<file path="config.mk">
export PLATFORM = sky130hd
export DESIGN_NAME = pattern_scan_ctrl
export DESIGN_NICKNAME = d
export VERILOG_FILES = /design/src/rtl/pattern_scan_pkg.sv /design/src/rtl/pattern_shift_cmp.sv /design/src/rtl/pattern_scan_ctrl.sv
export SDC_FILE = /design/constraint.sdc
export NUM_CORES = 1
export LEC_CHECK = 0
export CAP_MARGIN = 15
export CORE_MARGIN = 3
export CORE_UTILIZATION = 30
export DETAILED_ROUTE_END_ITERATION = 7
export DONT_BUFFER_PORTS = 1
export PLACE_DENSITY = 0.53
export SYNTH_ARGS = -nofsm -noshare
export SYNTH_HDL_FRONTEND = slang
export SYNTH_SLANG_ARGS = --single-unit
</file>
<file path="constraint.sdc">
create_clock -name clk -period 10.2 [get_ports clk]
set_clock_uncertainty 0.15 [all_clocks]
set_input_delay 2.55 -clock clk [delete_from_list [all_inputs] [get_ports clk]]
set_output_delay 2.55 -clock clk [all_outputs]
set_load 0.05 [all_outputs]
</file>
<file path="src/rtl/pattern_scan_pkg.sv">
// Shared definitions for the serial pattern scanner: FSM state encodings and width helper.
// Latency: n/a (definitions only).
// Backpressure: n/a.
package pattern_scan_pkg;

  // One-hot state encoding; any other value is treated as illegal and recovers to idle.
  typedef enum logic [2:0] {
    ST_IDLE = 3'b001,
    ST_RUN  = 3'b010,
    ST_DONE = 3'b100
  } state_t;

  // Width needed to hold a pattern length of 0..max_len.
  function automatic int len_w(input int max_len);
    return $clog2(max_len + 1);
  endfunction

endpackage

</file>
<file path="src/rtl/pattern_shift_cmp.sv">
// History shift register with saturating bit counter and length/don't-care masked compare.
// Latency: hit is combinational on the post-shift view of the sampling cycle.
// Backpressure: none; shifts only when shift is high, otherwise holds.
module pattern_shift_cmp
  import pattern_scan_pkg::*;
#(
  parameter int MAX_LEN = 8,
  localparam int LEN_W = len_w(MAX_LEN)
) (
  input  logic               clk,
  input  logic               rst,
  input  logic               clr,
  input  logic               shift,
  input  logic               d,
  input  logic [MAX_LEN-1:0] pattern,
  input  logic [MAX_LEN-1:0] mask,
  input  logic [LEN_W-1:0]   len,
  output logic               hit
);

  logic [MAX_LEN-1:0] hist;
  logic [MAX_LEN-1:0] hist_nxt;
  logic [MAX_LEN-1:0] len_mask;
  logic [LEN_W-1:0]   bit_cnt;
  logic [LEN_W-1:0]   cnt_nxt;

  // Post-shift view: the compare sees the history including the bit being sampled now.
  always_comb begin
    hist_nxt = {hist[MAX_LEN-2:0], d};
    cnt_nxt  = (bit_cnt >= len) ? bit_cnt : bit_cnt + LEN_W'(1);
    for (int i = 0; i < MAX_LEN; i++) begin
      len_mask[i] = (i < int'(len));
    end
    hit = shift && (cnt_nxt >= len) &&
          (((hist_nxt ^ pattern) & len_mask & ~mask) == '0);
  end

  // History is never flushed on a match, so overlapping occurrences are found naturally.
  always_ff @(posedge clk or posedge rst) begin
    if (rst) begin
      hist    <= '0;
      bit_cnt <= '0;
    end else if (clr) begin
      hist    <= '0;
      bit_cnt <= '0;
    end else if (shift) begin
      hist    <= hist_nxt;
      bit_cnt <= cnt_nxt;
    end
  end

endmodule

</file>
<file path="src/rtl/pattern_scan_ctrl.sv">
// Run-controlled serial pattern scanner: config regs, IDLE/RUN/DONE FSM, saturating match counter.
// Latency: match_o and match_cnt update one cycle after the sampling edge of the matching bit.
// Backpressure: none; bits are consumed whenever valid_i is high in RUN. Optional PATTERN_SCAN_MASK_EN adds cfg_mask.
module pattern_scan_ctrl
  import pattern_scan_pkg::*;
#(
  parameter int MAX_LEN = 8,
  parameter int CNT_W   = 8,
  localparam int LEN_W  = len_w(MAX_LEN)
) (
  input  logic               clk,
  input  logic               rst,
  input  logic               cfg_we,
  input  logic [MAX_LEN-1:0] cfg_pattern,
  input  logic [LEN_W-1:0]   cfg_len,
  input  logic [CNT_W-1:0]   cfg_thresh,
`ifdef PATTERN_SCAN_MASK_EN
  input  logic [MAX_LEN-1:0] cfg_mask,
`endif
  input  logic               start,
  input  logic               stop,
  input  logic               d_i,
  input  logic               valid_i,
  output logic               busy,
  output logic               match_o,
  output logic [CNT_W-1:0]   match_cnt,
  output logic               done
);

  state_t             state;
  state_t             state_nxt;
  logic [MAX_LEN-1:0] pattern_q;
  logic [MAX_LEN-1:0] mask_q;
  logic [LEN_W-1:0]   len_q;
  logic [CNT_W-1:0]   thresh_q;
  logic [CNT_W-1:0]   cnt_inc;
  logic               run;
  logic               cfg_ok;
  logic               start_ok;
  logic               hit;
  logic               final_hit;

  pattern_shift_cmp #(.MAX_LEN(MAX_LEN)) u_shift_cmp (
    .clk     (clk),
    .rst     (rst),
    .clr     (start_ok),
    .shift   (run && valid_i),
    .d       (d_i),
    .pattern (pattern_q),
    .mask    (mask_q),
    .len     (len_q),
    .hit     (hit)
  );

  // Next-state, control decode and status outputs; a config write in the same cycle masks start.
  always_comb begin
    run       = (state == ST_RUN);
    cfg_ok    = (state == ST_IDLE) || (state == ST_DONE);
    start_ok  = start && !cfg_we && cfg_ok &&
                (len_q != '0) && (len_q <= LEN_W'(MAX_LEN));
    cnt_inc   = (&match_cnt) ? match_cnt : match_cnt + CNT_W'(1);
    final_hit = hit && (thresh_q != '0) && (cnt_inc == thresh_q);
    busy      = run;
    done      = (state == ST_DONE);
    state_nxt = state;
    case (state)
      ST_IDLE: if (start_ok) state_nxt = ST_RUN;
      ST_RUN: begin
        if (final_hit)  state_nxt = ST_DONE;
        else if (stop)  state_nxt = ST_IDLE;
      end
      ST_DONE: if (start_ok) state_nxt = ST_RUN;
      default: state_nxt = ST_IDLE;
    endcase
  end

  // State register.
  always_ff @(posedge clk or posedge rst) begin
    if (rst) state <= ST_IDLE;
    else     state <= state_nxt;
  end

  // Config is only writable while not scanning so a live compare never sees a half-changed pattern.
  always_ff @(posedge clk or posedge rst) begin
    if (rst) begin
      pattern_q <= '0;
      mask_q    <= '0;
      len_q     <= '0;
      thresh_q  <= '0;
    end else if (cfg_we && cfg_ok) begin
      pattern_q <= cfg_pattern;
      len_q     <= cfg_len;
      thresh_q  <= cfg_thresh;
`ifdef PATTERN_SCAN_MASK_EN
      mask_q    <= cfg_mask;
`else
      mask_q    <= '0;
`endif
    end
  end

  // Match pulse and saturating counter; count is cleared on every accepted start and held otherwise.
  always_ff @(posedge clk or posedge rst) begin
    if (rst) begin
      match_o   <= 1'b0;
      match_cnt <= '0;
    end else begin
      match_o <= run && hit;
      if (start_ok)       match_cnt <= '0;
      else if (run && hit) match_cnt <= cnt_inc;
    end
  end

endmodule
</file>
Word level (Yosys, flattened, before mapping)

Cells that the tools add are included.

Bits of input ports: 27
Logic and storage cells: 62
Register bits after elaboration: 43
Output and inout bits: 11

Equality and inequality tests: 6
Bitwise operators: 2
Reduce and logical (&&, ||, !) cells: 21
Add/sub/neg operators: 2
$lt $le $gt $ge: 11
Mux-type cells: 12

Operators with widths:

| kind                                                                   | count |
|---|---|
| 8-bit two-way mux                                                      | 3 |
| 3-bit by 4-bit < comparator with 1-bit output (first input constant)   | 4 |
| 7-bit two-way mux                                                      | 2 |
| 4-bit two-way mux                                                      | 3 |
| 1-bit logical AND                                                      | 11 |
| 3-bit two-way mux                                                      | 3 |
| 8-bit by 1-bit adder with 8-bit output (second input constant)         | 1 |
| 8-bit bitwise AND                                                      | 1 |
| 8-bit equality test                                                    | 1 |
| 4-bit greater-or-equal comparator                                      | 2 |
| 8-bit logical NOT                                                      | 1 |
| 1-bit by 4-bit < comparator with 1-bit output (first input constant)   | 2 |
| 2-bit by 4-bit < comparator with 1-bit output (first input constant)   | 2 |
| 8-bit AND reduction                                                    | 1 |
| 8-bit nonzero test                                                     | 1 |
| 8-bit bitwise XOR                                                      | 1 |
| 3-bit one-hot mux with 2 select lines                                  | 1 |
| 4-bit by 1-bit adder with 4-bit output (second input constant)         | 1 |
| 4-bit less-or-equal comparator (second input constant)                 | 1 |
| 2-bit nonzero test                                                     | 2 |
| 4-bit nonzero test                                                     | 1 |
| 3-bit by 1-bit equality test with 1-bit output (second input constant) | 1 |
| 3-bit by 2-bit equality test with 1-bit output (second input constant) | 1 |
| 3-bit equality test (second input constant)                            | 1 |
| other kinds (6)                                                        | 6 |

Longest topological paths before layout

Word-level depth: 9
Mapped depth: 14
Mapped depth without buffers: 14

By module

A second synthesis with hierarchy kept.

Cells, all modules: 252
Area total of the unflattened synthesis: 2557.5 um2

Modules (own cells, without submodules):

| module            | cells an instance | sequential area each (um2) | instances | area an instance (um2) |
|---|---|---|---|---|
| pattern_scan_ctrl | 155               | 802.0                      | 1         | 1657.8 |
| pattern_shift_cmp | 97                | 275.3                      | 1         | 899.6 |

Worst setup path before layout

No wires, ideal clock.

Path type: register -> output
Start: register state[2]
End: output done
Cell stages (with the launch flop): 2
Data required time: 7500 ps
Setup slack: 5843 ps
Arrival time: 1657 ps
Path buffers: 0
Path through: dfrtp_1 > nor3b_1

Word-level cells in the longest chain between the ends: 1

RTL lines:

| what                     | line                    | RTL |
|---|---|---|
| start: declaration       | pattern_scan_ctrl.sv:30 | `state_t state;` |
| start signal: assignment | pattern_scan_ctrl.sv:80 | `else state <= state_nxt;` |
| 3-bit equality test      | pattern_scan_ctrl.sv:64 | `done = (state == ST_DONE);` |
| end: declaration         | pattern_scan_ctrl.sv:27 | `output logic done` |

Every way passes these cells.

Worst setup path in the final report

Ends and elaborated chain as after synthesis.

==> flow_summary.json <==
{
  "final.setup.tns_ps": 0,
  "dp_hpwl_um": 4670,
  "multi_input_area_mm2": 0.00155,
  "grt_pass1_vias": 1947,
  "worstSetupPathType": "reg2out",
  "drv_cap": 0,
  "final_antenna_net_count": 0,
  "crit_buf_inv": 0,
  "pwr_density_cell_mw_per_mm2": 200,
  "worstPathCellList": "nor3b_2",
  "setup_violations": 0,
  "ys_warn_count": 0,
  "rows": 34,
  "final_common_cell": "dfrtp_1",
  "endpoint": "done",
  "worstHoldStart": "u_shift_cmp.hist[5]",
  "critPathArrivalTime_ps": 1530,
  "crit_path_start_kind": "flop",
  "dp_cells": 372,
  "track_usage": 0.128,
  "dieArea_mm2": 0.0103,
  "drc": 0,
  "period_needed_ps": 4230,
  "antenna_cells": 0,
  "first_pass_iters": 4,
  "status": "finished clean",
  "clkSlewWorstSetupHoldPaths_ps": 90,
  "worstPathRequired_ps": 7500,
  "synth-edff-count": 0,
  "hold_ws_ps": 378,
  "viasPerCell": 5.36,
  "htreeDepth": 2,
  "grt_overflow_total": 0,
  "crit_fanout": 5,
  "crit_path_end_kind": "primary output",
  "power.total_uw": 583,
  "antenna_found_initial": 0,
  "globalplace.congestion": 0.930,
  "cts_buffer_depth": 2,
  "worst-path-stages": 1,
  "totalWireLength_um": 6190,
  "rrSetupSlack_ps": 6450,
  "fin_crit_sh": 0.414,
  "crit_start": "state[2]",
  "start_util": 0.311,
  "drive_gt1_frac": 0.132,
  "final_cells": 381,
  "yosysUniqueCellTypes": 56,
  "syn-num-nets": 314,
  "seqCellArea_mm2": 0.00108,
  "drt-initial-drc-count": 88,
  "io_pins": 38,
  "area_growth_pct": 6.99,
  "synth_ff_type": "dfrtp_1",
  "rsz0062_at_grt": "false",
  "post_cts_resized": 0,
  "fill_cells": 908,
  "grt_pass1_wl_um": 10400,
  "die_w_um": 101,
  "tritoncts": "yes",
  "io_buffers": 0,
  "hold_buffers": 0,
  "yosysSeqAreaShare": 0.396,
  "critPathMaxStageDelay_ps": 780,
  "path_delay_family": "simple AND/OR/NAND/NOR gates",
  "insertion_delay_ps": 300,
  "avgSynthCellArea_um2": 9.83,
  "numCtsBuffers": 5,
  "coreArea_mm2": 0.00876,
  "max_slew.worst_pin.slew_ps": 1030,
  "post_drt_wl_per_cell_um": 16.2,
  "drv_slew": 0,
  "holdCritPathClass": "reg2reg",
  "ir_drop_mv": 0.104,
  "relSlewSlack": 0.312,
  "cts_sinks": 43,
  "synthCells": 277,
  "synthesis.area_mm2": 0.00272,
  "final_cell_mix": "dfrtp_1, nand2_1, o21ai_0, nor2_1, mux2_2",
  "worstReg2RegEnd": "match_cnt[6]",
  "async_flop_share": 1.00,
  "grt_start_max_net_pins": 44,
  "p_leak_nw": 1.17,
  "worst_path_max_delay_cell": "nor3b_2",
  "max_clock_freq_mhz": 237,
  "cts_setup_buffers": 0,
  "ys_seq_elements": 43,
  "die_h_um": 101,
  "reg2reg_depth": 12,
  "hold_viol": 0,
  "layout.nets": 309,
  "r2r_start": "len_q[0]",
  "vias": 2041,
  "clockRootBuffer": "clkbuf_8"
}
## registers in the layout, indices dropped and copies added (netlist names)
name	cells
len_q	4
match_cnt	8
match_o	1
pattern_q	8
state	3
thresh_q	8
u_shift_cmp.bit_cnt	4
u_shift_cmp.hist	7
## synth_stat cells, types with 2 or more instances
cell	number	share of area
dfrtp_1	42	0.39
nand2_1	38	0.052
o21ai_0	18	0.033
mux2_2	11	0.045
nor2_1	11	0.015
ha_1	10	0.046
xnor2_1	10	0.032
mux2_1	8	0.033
mux2i_1	8	0.029
xor2_1	8	0.026
a21oi_1	7	0.013
a31oi_1	7	0.016
inv_1	7	0.0097
nor3_1	7	0.013
a21o_1	6	0.017
buf_2	6	0.011
nand3_1	6	0.011
and4_1	4	0.013
buf_4	4	0.011
clkbuf_1	4	0.0055
nand2b_1	4	0.0092
nor4_1	4	0.0092
and3_1	3	0.0069
nand4_1	3	0.0069
a21oi_2	2	0.0064
a311oi_1	2	0.0064
and2_1	2	0.0046
nand3b_1	2	0.0055
nand4_4	2	0.016
nor2b_1	2	0.0046
nor3b_1	2	0.0055
o211ai_1	2	0.0055
o22ai_1	2	0.0046
## final cells by class
cell class | instances | area share
clock buffers | 5 | 0.0236
clock inverters | 3 | 0.0150
inverters | 7 | 0.00902
multi-input cells | 213 | 0.532
flip-flops and latches | 43 | 0.370
well taps | 108 | 0.0464
repair buffers | 2 | 0.00430
## cell families after synthesis
group	count (synthesis)	share of synthesized area
and+or+nand+nor	99	0.210
AOI/OAI and AO/OA	59	0.146
DFF	43	0.396
muxes	27	0.108
buffers and inverters	21	0.0372
xor gates and xnor gates	18	0.0579
adders and majority gates	10	0.0460
## how the worst min path moves through the flow
| stage | endpoint | cells past startpoint |
|---|---|---|
| 6_report | u_shift_cmp.hist[6] | 2 |
| 5_1_grt | pattern_q[3] | 1 |
| 4_1_cts | u_shift_cmp.hist[6] | 2 |
| 3_5_place_dp | u_shift_cmp.hist[6] | 2 |
| 3_3_place_gp | u_shift_cmp.hist[6] | 2 |
| 2_1_floorplan | pattern_q[7] | 1 |
## where the power goes
part	switching, mW	internal [mW]
Combinational	0.101	0.0879
Sequential	0.0498	0.208
Clock	0.0640	0.0730
## routing by layer
metal,track usage,share of wire,up-vias
li1,-,-,991
met1,0.192,0.50,994
met2,0.180,0.43,54
met3,0.0269,0.059,2
met4,0.0491,0.0086,0
met5,0,0,-
## through the flow
stage	area (um2)	worst slack (ps)	util
floorplan	2720	5840	-
CTS	2910	5950	0.332
global route	2910	5900	0.332
finish	2910	5970	0.332
global placement	2800	5910	0.319
detailed placement	2800	5880	0.319
Note: power is estimated with default switching activity, not from simulation.
